### src/rtl/vga_pkg.sv
// Shared VGA timing constants (640x480@60 defaults) and sync-polarity encodings,
// reusable by the renderer and sprite logic.
package vga_pkg;

  localparam int VGA_H_ACTIVE = 640;
  localparam int VGA_H_FP     = 16;
  localparam int VGA_H_SYNC   = 96;
  localparam int VGA_H_BP     = 48;
  localparam int VGA_V_ACTIVE = 480;
  localparam int VGA_V_FP     = 10;
  localparam int VGA_V_SYNC   = 2;
  localparam int VGA_V_BP     = 33;

  localparam int POL_ACTIVE_LOW  = 0;
  localparam int POL_ACTIVE_HIGH = 1;

  function automatic int timing_total(input int active, input int fp, input int sync_w,
                                      input int bp);
    return active + fp + sync_w + bp;
  endfunction

endpackage

### src/rtl/wrap_counter.sv
// Modulo-MAX counter with advance enable, async reset and a registered
// terminal-count flag; o_next exposes the value being loaded this edge.
module wrap_counter #(
  parameter int MAX = 800,
  parameter int W   = 16
) (
  input  logic         clk,
  input  logic         rst,
  input  logic         i_en,
  output logic [W-1:0] o_count,
  output logic [W-1:0] o_next,
  output logic         o_wrap,
  output logic         o_tc
);

  localparam logic [W-1:0] LAST = W'(MAX - 1);

  logic [W-1:0] r_count;
  logic         r_tc;
  logic [W-1:0] w_next;
  logic         w_wrap;

  // Any count at or beyond LAST (including corrupted values) takes the wrap branch.
  always_comb begin
    w_wrap = (r_count >= LAST);
    w_next = r_count;
    if (i_en) begin
      w_next = w_wrap ? '0 : r_count + 1'b1;
    end
  end

  always_ff @(posedge clk or posedge rst) begin
    if (rst) begin
      r_count <= '0;
      r_tc    <= 1'b0;
    end else begin
      r_count <= w_next;
      r_tc    <= (w_next == LAST);
    end
  end

  assign o_count = r_count;
  assign o_next  = w_next;
  assign o_wrap  = w_wrap;
  assign o_tc    = r_tc;

endmodule

### src/rtl/vga_timing_gen.sv
// VGA raster timing generator: h/v counters with pixel-enable stall, sync and
// blank decode registered from next-state counts, line/frame strobes, frame counter.
module vga_timing_gen
  import vga_pkg::*;
#(
  parameter int H_ACTIVE = VGA_H_ACTIVE,
  parameter int H_FP     = VGA_H_FP,
  parameter int H_SYNC   = VGA_H_SYNC,
  parameter int H_BP     = VGA_H_BP,
  parameter int V_ACTIVE = VGA_V_ACTIVE,
  parameter int V_FP     = VGA_V_FP,
  parameter int V_SYNC   = VGA_V_SYNC,
  parameter int V_BP     = VGA_V_BP,
  parameter int HS_POL   = POL_ACTIVE_LOW,
  parameter int VS_POL   = POL_ACTIVE_LOW,
  parameter int CNT_W    = 16,
  parameter int FRM_W    = 8
) (
  input  logic             clk_25MHz,
  input  logic             rst,
  input  logic             en,
  output logic [CNT_W-1:0] h_count,
  output logic [CNT_W-1:0] v_count,
  output logic             hsync,
  output logic             vsync,
  output logic             video_on,
  output logic             line_end,
  output logic             frame_end,
  output logic [FRM_W-1:0] frame_count
);

  localparam int     H_TOTAL  = timing_total(H_ACTIVE, H_FP, H_SYNC, H_BP);
  localparam int     V_TOTAL  = timing_total(V_ACTIVE, V_FP, V_SYNC, V_BP);
  localparam longint CNT_SPAN = longint'(1) << CNT_W;

  if (H_TOTAL > CNT_SPAN || V_TOTAL > CNT_SPAN) begin : g_bad_total
    $error("vga_timing_gen: H_TOTAL/V_TOTAL do not fit in CNT_W bits");
  end
  if (H_FP == 0 || H_SYNC == 0 || H_BP == 0 || V_FP == 0 || V_SYNC == 0 || V_BP == 0)
  begin : g_bad_porch
    $error("vga_timing_gen: porch and sync widths must be non-zero");
  end

  localparam logic [CNT_W-1:0] H_ACT_C  = CNT_W'(H_ACTIVE);
  localparam logic [CNT_W-1:0] V_ACT_C  = CNT_W'(V_ACTIVE);
  localparam logic [CNT_W-1:0] H_LAST   = CNT_W'(H_TOTAL - 1);
  localparam logic [CNT_W-1:0] HS_START = CNT_W'(H_ACTIVE + H_FP);
  localparam logic [CNT_W-1:0] HS_END   = CNT_W'(H_ACTIVE + H_FP + H_SYNC);
  localparam logic [CNT_W-1:0] VS_START = CNT_W'(V_ACTIVE + V_FP);
  localparam logic [CNT_W-1:0] VS_END   = CNT_W'(V_ACTIVE + V_FP + V_SYNC);
  localparam logic             HS_ON    = 1'(HS_POL);
  localparam logic             VS_ON    = 1'(VS_POL);

  logic [CNT_W-1:0] w_h_next;
  logic [CNT_W-1:0] w_v_next;
  logic             w_h_wrap;
  logic             w_v_wrap;
  logic             w_v_tc;
  logic             r_hsync;
  logic             r_vsync;
  logic             r_video_on;
  logic             r_frame_end;
  logic [FRM_W-1:0] r_frame_count;

  wrap_counter #(.MAX(H_TOTAL), .W(CNT_W)) u_h_cnt (
    .clk     (clk_25MHz),
    .rst     (rst),
    .i_en    (en),
    .o_count (h_count),
    .o_next  (w_h_next),
    .o_wrap  (w_h_wrap),
    .o_tc    (line_end)
  );

  wrap_counter #(.MAX(V_TOTAL), .W(CNT_W)) u_v_cnt (
    .clk     (clk_25MHz),
    .rst     (rst),
    .i_en    (en & w_h_wrap),
    .o_count (v_count),
    .o_next  (w_v_next),
    .o_wrap  (w_v_wrap),
    .o_tc    (w_v_tc)
  );

  // When h lands on its last column, v cannot have moved this edge, so the
  // registered v terminal flag already describes the next line.
  always_ff @(posedge clk_25MHz or posedge rst) begin
    if (rst) begin
      r_hsync       <= ~HS_ON;
      r_vsync       <= ~VS_ON;
      r_video_on    <= 1'b1;
      r_frame_end   <= 1'b0;
      r_frame_count <= '0;
    end else begin
      r_hsync     <= (w_h_next >= HS_START && w_h_next < HS_END) ? HS_ON : ~HS_ON;
      r_vsync     <= (w_v_next >= VS_START && w_v_next < VS_END) ? VS_ON : ~VS_ON;
      r_video_on  <= (w_h_next < H_ACT_C) && (w_v_next < V_ACT_C);
      r_frame_end <= (w_h_next == H_LAST) && w_v_tc;
      if (en && w_h_wrap && w_v_wrap) begin
        r_frame_count <= r_frame_count + 1'b1;
      end
    end
  end

  assign hsync       = r_hsync;
  assign vsync       = r_vsync;
  assign video_on    = r_video_on;
  assign frame_end   = r_frame_end;
  assign frame_count = r_frame_count;

endmodule

### config.mk
export PLATFORM = sky130hd
export DESIGN_NAME = vga_timing_gen
export DESIGN_NICKNAME = d
export VERILOG_FILES = /design/src/rtl/vga_pkg.sv /design/src/rtl/wrap_counter.sv /design/src/rtl/vga_timing_gen.sv
export SDC_FILE = /design/constraint.sdc
export NUM_CORES = 1
export LEC_CHECK = 0
export CELL_PAD_IN_SITES_DETAIL_PLACEMENT = 0
export CELL_PAD_IN_SITES_GLOBAL_PLACEMENT = 1
export CORE_ASPECT_RATIO = 1.1
export CORE_UTILIZATION = 40
export CTS_CLUSTER_DIAMETER = 100
export CTS_CLUSTER_SIZE = 25
export DETAILED_ROUTE_END_ITERATION = 7
export GPL_TIMING_DRIVEN = 1
export PLACE_DENSITY_LB_ADDON = 0.1
export SLEW_MARGIN = 0
export SYNTH_ARGS = -nofsm -noshare
export SYNTH_HDL_FRONTEND = slang
export SYNTH_SLANG_ARGS = --single-unit
### constraint.sdc
create_clock -name clk_25MHz -period 3.6 [get_ports clk_25MHz]
set_input_delay 0.72 -clock clk_25MHz [delete_from_list [all_inputs] [get_ports clk_25MHz]]
set_output_delay 0.72 -clock clk_25MHz [all_outputs]
set_load 0.1 [all_outputs]
# ---- After elaboration in Yosys (flattened, before gate mapping)
# Cells that the tools add are included.
dict set report totals {
  elab_cells 35
  ram_bits 0
  ff_bits 46
  input_bits 3
  mem_count 0
  latchBits 0
  mem_bits_ro 0
}
dict set report classes {
  shift 0
  bitwise_logic 1
  eq_ne 2
  n_reduce_logical 6
  n_mul 0
  n_addsub 3
  n_mux 6
  div 0
  magnitude_cmp 8
}
# cell count
set op_table {}
lappend op_table {{two-way mux 16 bit} 4}
lappend op_table {{>= comparator 16 x 10 -> 1 bit, second input constant} 3}
lappend op_table {{adder 16 x 1 -> 16 bit, second input constant} 2}
lappend op_table {{equality test 16 x 10 -> 1 bit, second input constant} 2}
lappend op_table {{less-than comparator 16 x 10 -> 1 bit, second input constant} 2}
lappend op_table {{less-than comparator 16 x 9 -> 1 bit, second input constant} 2}
lappend op_table {{>= comparator 16 x 9 -> 1 bit, second input constant} 1}
lappend op_table {{adder 8 x 1 -> 8 bit, second input constant} 1}
lappend op_table {{logical AND 1 bit} 6}
lappend op_table {{two-way mux 1 bit} 2}
lappend op_table {{bitwise AND 1 bit} 1}

# ---- Logic depth before layout (Yosys ltp)
# Gate-level depths: netlist of the first run.
dict set report logic_depth {
  word_depth 6
  depth_mapped 10
  ltp_nobuf 7
}

# ---- Cells and area by module
# From an unflattened synthesis of the first run, not the netlist that was laid out.
dict set report hier_totals {
  cells_unflattened 261
  area_unflattened_um2 2499.9
}
# mod seq_area_each_um2 cells_each area_each_um2 n_inst
set modules_own_cells {}
lappend modules_own_cells {{wrap_counter (u_v_cnt)} 425.4 106 970.9 1}
lappend modules_own_cells {{wrap_counter (u_h_cnt)} 425.4 100 928.4 1}
lappend modules_own_cells {vga_timing_gen 304.0 55 600.6 1}

# ---- Least setup slack after synthesis of the first run
# Ideal clock, no wire load.
dict set report synth_path {
  path_kind {register to register}
  from {reg u_h_cnt.r_count[1] (netlist: u_h_cnt.o_count[1])}
  to {reg r_hsync (netlist: hsync)}
  arrival_time_ns 3.087
  setup_slack_ns 0.418
  stages_incl_launch_ff 9
  t_required_ns 3.506
  setup_ns 0.094
  period_less_slack_ns 3.182
  cell_sequence {dfrtp_1 ha_1 clkbuf_2 nand2_1 nor4bb_1 xnor2_1 nand3b_1 or4b_4 or4_1}
}
dict set report synth_between {
  elab_chain_cells 6
  word_cells_on_any_way 8
  classes_between {add/sub: 1; order compare: 3; mux: 3; reduce/logical: 1}
}
# item line_no
set synth_lines {}
lappend synth_lines {{from (decl)} wrap_counter.sv:18} ;# logic [W-1:0] r_count;
lappend synth_lines {{from (signal assigned)} wrap_counter.sv:37} ;# r_count <= w_next;
lappend synth_lines {{adder 16 x 1 -> 16 bit / >= comparator 16 x 10 -> 1 bit (equally long branches)} {wrap_counter.sv:28, wrap_counter.sv:25}}
lappend synth_lines {{two-way mux 16 bit} wrap_counter.sv:28} ;# w_next = w_wrap ? '0 : r_count + 1'b1;
lappend synth_lines {{two-way mux 16 bit (*)} wrap_counter.sv:27} ;# if (i_en) begin
lappend synth_lines {{>= comparator 16 x 10 -> 1 bit / less-than comparator 16 x 10 -> 1 bit (equally long branches)} vga_timing_gen.sv:95} ;# r_hsync <= (w_h_next >= HS_START && w_h_next < HS_END) ? HS_ON : ~HS_ON;
lappend synth_lines {{logical AND 1 bit (*)} vga_timing_gen.sv:95}
lappend synth_lines {{two-way mux 1 bit (*)} vga_timing_gen.sv:95}
lappend synth_lines {{to (signal assigned)} vga_timing_gen.sv:89} ;# r_hsync <= ~HS_ON;
lappend synth_lines {{to (signal assigned)} vga_timing_gen.sv:95}
lappend synth_lines {{to (decl)} vga_timing_gen.sv:59} ;# logic r_hsync;
# Every way passes the cells marked *; elsewhere a longest branch is shown, timed or not.
# A chain may end at the register's enable or synchronous reset.

# ---- Worst setup path after layout of the first run
dict set report layout_path {
  from {in en}
  to {reg r_hsync (netlist: hsync)}
}
dict set report layout_between {
  elab_chain_cells 4
  word_cells_on_any_way 5
  classes_between {order compare: 2; mux: 2; reduce/logical: 1}
}
# item line_no
set layout_lines {}
lappend layout_lines {{from (decl)} vga_timing_gen.sv:21} ;# input logic en,
lappend layout_lines {{two-way mux 16 bit (*)} wrap_counter.sv:27}
lappend layout_lines {{>= comparator 16 x 10 -> 1 bit / less-than comparator 16 x 10 -> 1 bit (equally long branches)} vga_timing_gen.sv:95}
lappend layout_lines {{logical AND 1 bit (*)} vga_timing_gen.sv:95}
lappend layout_lines {{two-way mux 1 bit (*)} vga_timing_gen.sv:95}
# Marks and branches as above.

==> results of run 1 <==
-- final timing paths --
kind / cells after the start / startpoint / slack (ns) / to
hold reg to reg: 1 / frame_count[7]$_DFFE_PP0P_ / 0.49 / frame_count[7]$_DFFE_PP0P_
setup reg to reg: 7 / u_h_cnt.o_count[0]$_DFF_PP0_ / 0.71 / u_v_cnt.o_count[4]$_DFF_PP0_
setup / recovery: 7 / en / 0.69 / hsync$_DFF_PP1_
hold / removal: 1 / frame_count[7]$_DFFE_PP0P_ / 0.49 / frame_count[7]$_DFFE_PP0P_
min in group asynchronous: 2 / rst / 0.96 / u_h_cnt.o_count[1]$_DFF_PP0_
max in group asynchronous: 2 / rst / 2.04 / frame_end$_DFF_PP0_
-- synth_stat cells (all sizes together), types with 3 or more instances --
cell type	count	share of area
a21oi	15	0.029
o211ai	3	0.0082
dfrtp	43	0.39
nor4	5	0.014
buf	13	0.029
clkbuf	3	0.0046
mux2i	5	0.018
nand2	21	0.029
nand3	15	0.029
inv	15	0.021
and4	3	0.0096
o21ai	16	0.029
nor2	36	0.051
a211oi	3	0.012
a31oi	7	0.016
ha	4	0.018
or3	6	0.014
o32ai	3	0.0096
nor3	13	0.027
xnor2	16	0.051
xor2	4	0.013
a2111oi	3	0.0096
and3	7	0.016
dfstp	3	0.029
nand4	15	0.034
-- power by group through the flow --
stage	combinational (mW)	sequential, mW	clock, mW
finish	0.502	0.635	0.329
CTS	0.503	0.633	0.346
global placement	0.498	0.645	0
floorplan	0.186	0.855	0
global route	0.531	0.645	0.363
detailed placement	0.502	0.643	0
-- registers in the layout, indices dropped and copies added (netlist names) --
name             cells
hsync                1
u_v_cnt.o_tc         1
video_on             1
frame_end            1
frame_count          8
u_h_cnt.o_tc         1
vsync                1
u_h_cnt.o_count     16
u_v_cnt.o_count     16
-- cells by family after synthesis --
family,count (synthesis),synth area share
multiplexers,6,0.0224
AO/OA/AOI/OAI,62,0.151
AND/OR/NAND/NOR,135,0.268
flip-flops,46,0.422
XOR/XNOR,20,0.0640
buffers and inverters,31,0.0544
adder cells (fa/ha/maj),4,0.0183
-- routing by layer --
| metal | share of wire | vias to the layer above | track usage |
|---|---|---|---|
| met5 | 0 | - | 0 |
| met4 | 0.017 | 0 | 0.0795 |
| li1 | - | 1189 | - |
| met1 | 0.43 | 1246 | 0.273 |
| met3 | 0.045 | 10 | 0.0299 |
| met2 | 0.51 | 71 | 0.396 |
-- final cells by class --
type                    count  share of cell area
clock buffers               5              0.0208
multi-input cells         227               0.432
clock inverters             3             0.00642
repair buffers             52               0.144
well taps                  82              0.0310
flip-flops and latches     46               0.349
inverters                  15              0.0170
-- worst register-to-register path, delay by kind of cell (launching register included) --
| kind | cells | cell delay (ns) |
|---|---|---|
| flip-flops | 1 | 0.48 |
| AO/OA/AOI/OAI | 3 | 1.06 |
| AND/OR/NAND/NOR | 3 | 0.91 |
| adder cells (fa/ha/maj) | 1 | 0.38 |
-- metrics by stage --
step,std cells,hold WS [ns],cell area (um2),power [mW],utilization
floorplan,304,0.459,2740,1.04,-
global placement,422,0.462,3220,1.14,0.488
detailed placement,422,0.479,3220,1.15,0.488
CTS,430,0.495,3310,1.48,0.502
global route,430,0.515,3310,1.54,0.502
finish,430,0.488,3310,1.47,0.502
==> results_dict.tcl, run 1 <==
set metrics [dict create \
    layout_setup_ws_ns 0.690 \
    multi_input_area_um2 1430 \
    dp_hpwl_um 5290 \
    grt_max_degree 47 \
    cp_cell_sequence "clkdlybuf4s50_1 -> nand4_1 -> nor4bb_1 -> xnor2_1 -> nand3b_1 -> or4b_4 -> or4_1" \
    cp-end-kind "flip-flop" \
    seq_area_um2 1150 \
    vias 2516 \
    switching_share 0.448 \
    synth.distinct_cells 58 \
    synth_edf_count 0 \
    postSynthCellCount 304 \
    ant_nets 0 \
    switchingPower_mw 0.657 \
    slowest_stage "or4_1" \
    drt_iter0_drc 128 \
    insertion_delay_ns 0.30 \
    tightest_slew_ns 0.978 \
    fmax_mhz 344 \
    fill_cells 658 \
    min_period_over_period 0.808 \
    rsz0062_at_grt "no" \
    setup_viol 0 \
    power_density_nw_per_um2 443 \
    seq_area_frac_synth 0.422 \
    place_ws_ns 0.380 \
    startpoint_type "primary input" \
    hold_path_class "reg -> reg" \
    grt.total_usage 0.222 \
    synthFlopType "dfrtp_1" \
    fin_crit_ns 2.91 \
    synth-seq-cells 46 \
    grt_pass1_wl_um 12100 \
    routed_wirelength_um 7380 \
    cts_tree "built" \
    tns_ns 0 \
    numCtsBuffers 5 \
    clockRootBuffer "clkbuf_8" \
    max_slew_margin 0.347 \
    seqPwrFrac 0.433 \
    grt.overflow.total 0 \
    async_flop_share 1.00 \
    nets 354 \
    combPwrFrac 0.342 \
    hold_buffers 0 \
    drive_gt1_frac 0.124 \
    core_um2 6590 \
    post-cts-setup-buffer-count 0 \
    p_leak_nw 1.37 \
    intPower_mw 0.808 \
    mappedNetlistNets 311 \
    gp_congestion 0.840 \
    htreeDepth 2 \
    ir_drop_mv 0.600 \
    dieArea_um2 7170 \
    grt_pass1_vias 2438 \
    cpPeakStageDelay_ns 0.53 \
    path_class "in -> reg" \
    clk_pin_slew_worst_paths_ns 0.09 \
    critical_path.top_delay_family "simple AND/OR/NAND/NOR gates" \
    diodes 0 \
    dr.pass1.iters 5 \
    cts.sinks 46 \
    syn_area_um2 2740 \
    worst-path-buf-inv 1 \
    area_delta_synth_final_pct 21.0 \
    critical_path_required_ns 3.82 \
    skew_ns 0.00764 \
    dieHeight_um 88.7 \
    antenna_found_initial 0 \
    port_buffers 47 \
    syn_area_per_cell_um2 9.00 \
    layout_commonest_cell "dfrtp_1" \
    final_cell_mix "dfrtp_1, nor2_1, clkdlybuf4s50_1" \
    maxCapViolCount 0 \
    drc_errors 0 \
    routedWlPerCell_um 17.2 \
    crit_arrival_ns 3.13 \
    pwr-share-clk 0.224 \
    rows 31 \
    boundaryPins 48 \
    yosysWarnings 0 \
    cts_resized 0 \
    cts_buffer_depth 2 \
    maxSlewViolCount 0 \
    cp_max_fo 4 \
    die_w_um 80.8 \
    status "finished clean" \
    via_per_inst 5.85 \
    start_util 0.415 \
    finalHoldViolCount 0 \
]
Note: power is estimated with default switching activity, not from simulation.
==> run 2: changes to the inputs <==
CORE_UTILIZATION = 36   (was 40)
clock period = 2.55 ns   (was 3.6 ns; I/O delays follow)
==> results_dict.tcl, run 2 (synthesis gave the netlist of run 1 again) <==
set metrics [dict create \
    status "finished clean" \
    switchingPower_mw 0.925 \
    grt_pass1_vias 2546 \
    maxSlewViolCount 0 \
    setup_viol 0 \
    switching_share 0.421 \
    ir_drop_mv 0.362 \
    path_class "reg -> reg" \
    slowest_stage "or4b_4" \
    layout_commonest_cell "buf_4" \
    power_density_nw_per_um2 595 \
    cpPeakStageDelay_ns 0.50 \
    drc_errors 0 \
    rsz0062_at_grt "no" \
    cp-end-kind "flip-flop" \
    boundaryPins 48 \
    fmax_mhz 413 \
    grt.busiest_layer "met2" \
    grt_use_met1 0.267 \
    dr.pass1.iters 5 \
    critical_path_required_ns 2.77 \
    cp_max_fo 8 \
    seqPwrFrac 0.422 \
    grt_max_degree 28 \
    grt_pass1_wl_um 12600 \
    port_buffers 47 \
    skew_ns 0.00832 \
    grt.total_usage 0.202 \
    pwr-share-clk 0.228 \
    via_per_inst 5.55 \
    min_period_over_period 0.949 \
    tightest_slew_ns 0.593 \
    finalHoldViolCount 0 \
    reg2reg_depth 7 \
    grt_use_met2 0.342 \
    start_util 0.382 \
    grt.overflow.total 0 \
    startpoint_type "flip-flop" \
    nets 399 \
    ant_nets 0 \
    clk_pin_slew_worst_paths_ns 0.09 \
    vias 2652 \
    cts_tree "built" \
    antenna_found_initial 0 \
    intPower_mw 1.27 \
    hold_path_class "reg -> reg" \
    diodes 0 \
    clockRootBuffer "clkbuf_8" \
    gp_congestion 0.882 \
    htreeDepth 2 \
    combPwrFrac 0.349 \
    p_leak_nw 1.63 \
    cp.depth 7 \
    cts.sinks 46 \
    die_w_um 85.1 \
    fin_crit_ns 2.42 \
    core_um2 7170 \
    grtUsageMet3 0.0300 \
    dp_hpwl_um 5780 \
    max_slew_margin 0.603 \
    numCtsBuffers 5 \
    hold_depth 1 \
    tns_ns 0 \
    rows 32 \
    dieArea_um2 7950 \
    final_cell_mix "buf_4, nor2_1, nand2_1" \
    insertion_delay_ns 0.30 \
    routed_wirelength_um 7670 \
    crit_arrival_ns 2.64 \
    drive_gt1_frac 0.377 \
    cts_buffer_depth 2 \
    routedWlPerCell_um 16.0 \
    worst-path-buf-inv 0 \
    hold_buffers 0 \
    post-cts-setup-buffer-count 0 \
    dieHeight_um 93.4 \
    critical_path.top_delay_family "simple AND/OR/NAND/NOR gates" \
    power_mw 2.20 \
    area_delta_synth_final_pct 35.0 \
    drt_iter0_drc 87 \
    cp_cell_sequence "ha_4 -> nand2_1 -> nor4bb_2 -> xnor2_1 -> nand3b_1 -> or4b_4 -> or4_1" \
    maxCapViolCount 0 \
]
## run 2: changes by cell type in the layout (fill, tap and decap cells not counted), sizes merged
cell and change:
clkdlybuf4s50 -33, clkbuf +2, clkinv -1, dlymetal6s2s +1
buf +77, clkinvlp -1
## run 2: power by group through the flow
| stage | Clock, mW | Combinational, mW | Sequential [mW] |
|---|---|---|---|
| after floorplan | 0 | 0.278 | 1.25 |
| after global placement | 0 | 0.761 | 0.941 |
| after detailed placement | 0 | 0.766 | 0.940 |
| after CTS | 0.521 | 0.769 | 0.925 |
| after global routing | 0.544 | 0.815 | 0.937 |
| final | 0.501 | 0.767 | 0.927 |
## run 2: worst paths after layout
check / from / endpoint / slack [ns]
worst max-delay path: u_h_cnt.o_count[0]$_DFF_PP0_ / hsync$_DFF_PP1_ / 0.13
worst min-delay path: frame_count[7]$_DFFE_PP0P_ / frame_count[7]$_DFFE_PP0P_ / 0.48
worst max register to register: u_h_cnt.o_count[0]$_DFF_PP0_ / hsync$_DFF_PP1_ / 0.13
worst min register to register: frame_count[7]$_DFFE_PP0P_ / frame_count[7]$_DFFE_PP0P_ / 0.48
max in group asynchronous: rst / video_on$_DFF_PP1_ / 1.44
min in group asynchronous: rst / frame_count[0]$_DFFE_PP0P_ / 0.53
## run 2: worst register-to-register path: stages (launching register included)
cell and delay, ns:
dfrtp_4 0.47, ha_4 0.19, nand2_1 0.09, nor4bb_2 0.32
xnor2_1 0.18, nand3b_1 0.11, or4b_4 0.50, or4_1 0.49
## run 2: stage by stage
step	hold slack [ns]	util	area, um2	worst slack, ns	instances
2_1_floorplan	0.459	-	2810	-0.0774	304
5_1_grt	0.506	0.515	3690	0.0106	478
3_3_place_gp	0.465	0.497	3560	-0.271	470
3_5_place_dp	0.471	0.497	3560	-0.317	470
4_1_cts	0.487	0.512	3670	0.00623	478
6_report	0.484	0.515	3690	0.130	478
## run 2: cell type report
class / count / area [um2]
Clock buffer: 7 / 96.3
Fill cell: 710 / 3470
Timing Repair Buffer: 97 / 752
Tap cell: 85 / 106
Clock inverter: 1 / 8.76
Inverter: 15 / 56.3
Multi-Input combinational cell: 227 / 1470
Sequential cell: 46 / 1210
## run 2: per-layer routing
layer  part of all wire  vias up
met5                  0        -
met4              0.015        0
met3              0.035       11
met2               0.48       59
met1               0.47     1305
li1                   -     1277
## run 2: what timing repair did
item,in CTS,in global routing
resized for setup,1,9
endpoints found under the setup margin,1,5
pin swaps,0,3
==> run 3: changes to the inputs <==
CORE_ASPECT_RATIO = 0.5   (was 1.1)
CORE_MARGIN = 4   (was default)
==> results_dict.tcl, run 3 (synthesis gave the netlist of run 1 again) <==
set metrics [dict create \
    clk_pin_slew_worst_paths_ns 0.06 \
    finalHoldViolCount 0 \
    ir_drop_mv 0.378 \
    nets 403 \
    setup_viol 0 \
    antenna_found_initial 0 \
    final_cell_mix "buf_4, nor2_1, nand2_1" \
    area_delta_synth_final_pct 38.8 \
    dp_hpwl_um 5990 \
    maxSlewViolCount 0 \
    dr.pass1.iters 4 \
    routedWlPerCell_um 16.1 \
    ant_nets 0 \
    fill_cells 715 \
    fin_cells 493 \
    grt.total_usage 0.180 \
    crit_arrival_ns 2.62 \
    port_buffers 47 \
    grt_pass1_vias 2665 \
    dieArea_um2 9140 \
    layout_commonest_cell "buf_4" \
    insertion_delay_ns 0.29 \
    fin_crit_ns 2.42 \
    drt_iter0_drc 158 \
    maxCapViolCount 0 \
    r2r_start "u_h_cnt.o_count[0]$_DFF_PP0_" \
    cp_max_fo 8 \
    start_util 0.372 \
    status "finished clean" \
    gp_congestion 0.895 \
    grt_max_degree 19 \
    cts_tree "built" \
    boundaryPins 48 \
    path_class "reg -> reg" \
    grt.overflow.total 0 \
    diodes 0 \
    clockRootBuffer "clkbuf_16" \
    p_leak_nw 1.68 \
    startpoint_type "flip-flop" \
    reg2reg_slack_ns 0.13 \
    min_period_over_period 0.947 \
    drive_gt1_frac 0.380 \
    cp-endpoint "hsync$_DFF_PP1_" \
    die_w_um 131 \
    via_per_inst 5.42 \
    cp-end-kind "flip-flop" \
    r2r-end "hsync$_DFF_PP1_" \
    rows 22 \
    vias 2673 \
    core_um2 7350 \
    dieHeight_um 69.6 \
    fmax_mhz 414 \
    skew_ns 0.00358 \
    numCtsBuffers 5 \
    power_density_nw_per_um2 651 \
    cts.sinks 46 \
    reg2reg_depth 7 \
    max_slew_margin 0.662 \
    cp-startpoint "u_h_cnt.o_count[0]$_DFF_PP0_" \
    grt_pass1_wl_um 13700 \
    cts_buffer_depth 2 \
    tightest_slew_ns 0.505 \
    routed_wirelength_um 7930 \
    power_mw 2.47 \
    tns_ns 0 \
    hold_path_class "in -> async" \
    rsz0062_at_grt "no" \
    critical_path_required_ns 2.76 \
    htreeDepth 2 \
    drc_errors 0 \
    dp_cells 482 \
]
[run 3: changes by cell type in the layout (fill, tap and decap cells not counted), moves of 2 or more]
cell,change
a2111oi_0,+2
nor4_2,+2
a2111oi_1,-2
clkbuf_8,-6
buf_4,+6
nor4_1,-2
clkbuf_16,+5
[run 3: worst min-delay path by stage]
stage | endpoint | depth (start not counted)
6_report | u_h_cnt.o_count[15]$_DFF_PP0_ | 2
5_1_grt | frame_count[7]$_DFFE_PP0P_ | 1
4_1_cts | frame_count[7]$_DFFE_PP0P_ | 1
3_5_place_dp | frame_count[7]$_DFFE_PP0P_ | 1
3_3_place_gp | frame_count[7]$_DFFE_PP0P_ | 1
2_1_floorplan | frame_end$_DFF_PP0_ | 2
[run 3: area by class of cell]
type / instances / area [um2] / area share
clock buffers: 7 / 143 / 0.0376
clock inverters: 1 / 30.0 / 0.00791
inverters: 15 / 56.3 / 0.0148
multi-input cells: 227 / 1480 / 0.389
flip-flops and latches: 46 / 1210 / 0.318
well taps: 96 / 120 / 0.0316
repair buffers: 101 / 766 / 0.202
[run 3: worst max-delay path: stages (launching register included)]
cell      delay [ns]
dfrtp_4         0.43
ha_4            0.19
nand2_1         0.10
nor4bb_2        0.33
xnor2_1         0.19
nand3b_1        0.10
or4b_4          0.50
or4_4           0.49
[run 3: power breakdown]
group	internal (mW)	switching (mW)	total [mW]
clock network	0.490	0.283	0.773
logic	0.215	0.567	0.782
registers	0.811	0.105	0.916
total	1.52	0.954	2.47
[run 3: what timing repair did]
action / CTS / global route
pin swaps: 3 / 3
hold buffers: 0 / 0
resized for setup: 1 / 6
setup endpoints to repair: 2 / 7
setup buffers: 1 / 2
[run 3: per-stage QoR]
stage	util	instance area [um2]	setup WS [ns]	hold slack, ns
3_5_place_dp	0.485	3570	-0.406	0.475
5_1_grt	0.517	3800	0.0355	0.507
6_report	0.517	3800	0.134	0.486
4_1_cts	0.511	3750	0.00373	0.487
3_3_place_gp	0.485	3570	-0.305	0.466
2_1_floorplan	-	2810	-0.0774	0.459
[run 3: per-layer routing]
metal	GRT usage	routed length [um]	vias to the layer above
li1	-	-	1290
met1	0.266	4100	1317
met2	0.271	3510	61
met3	0.0384	272	5
met4	0.0349	46	0
met5	0	0	-
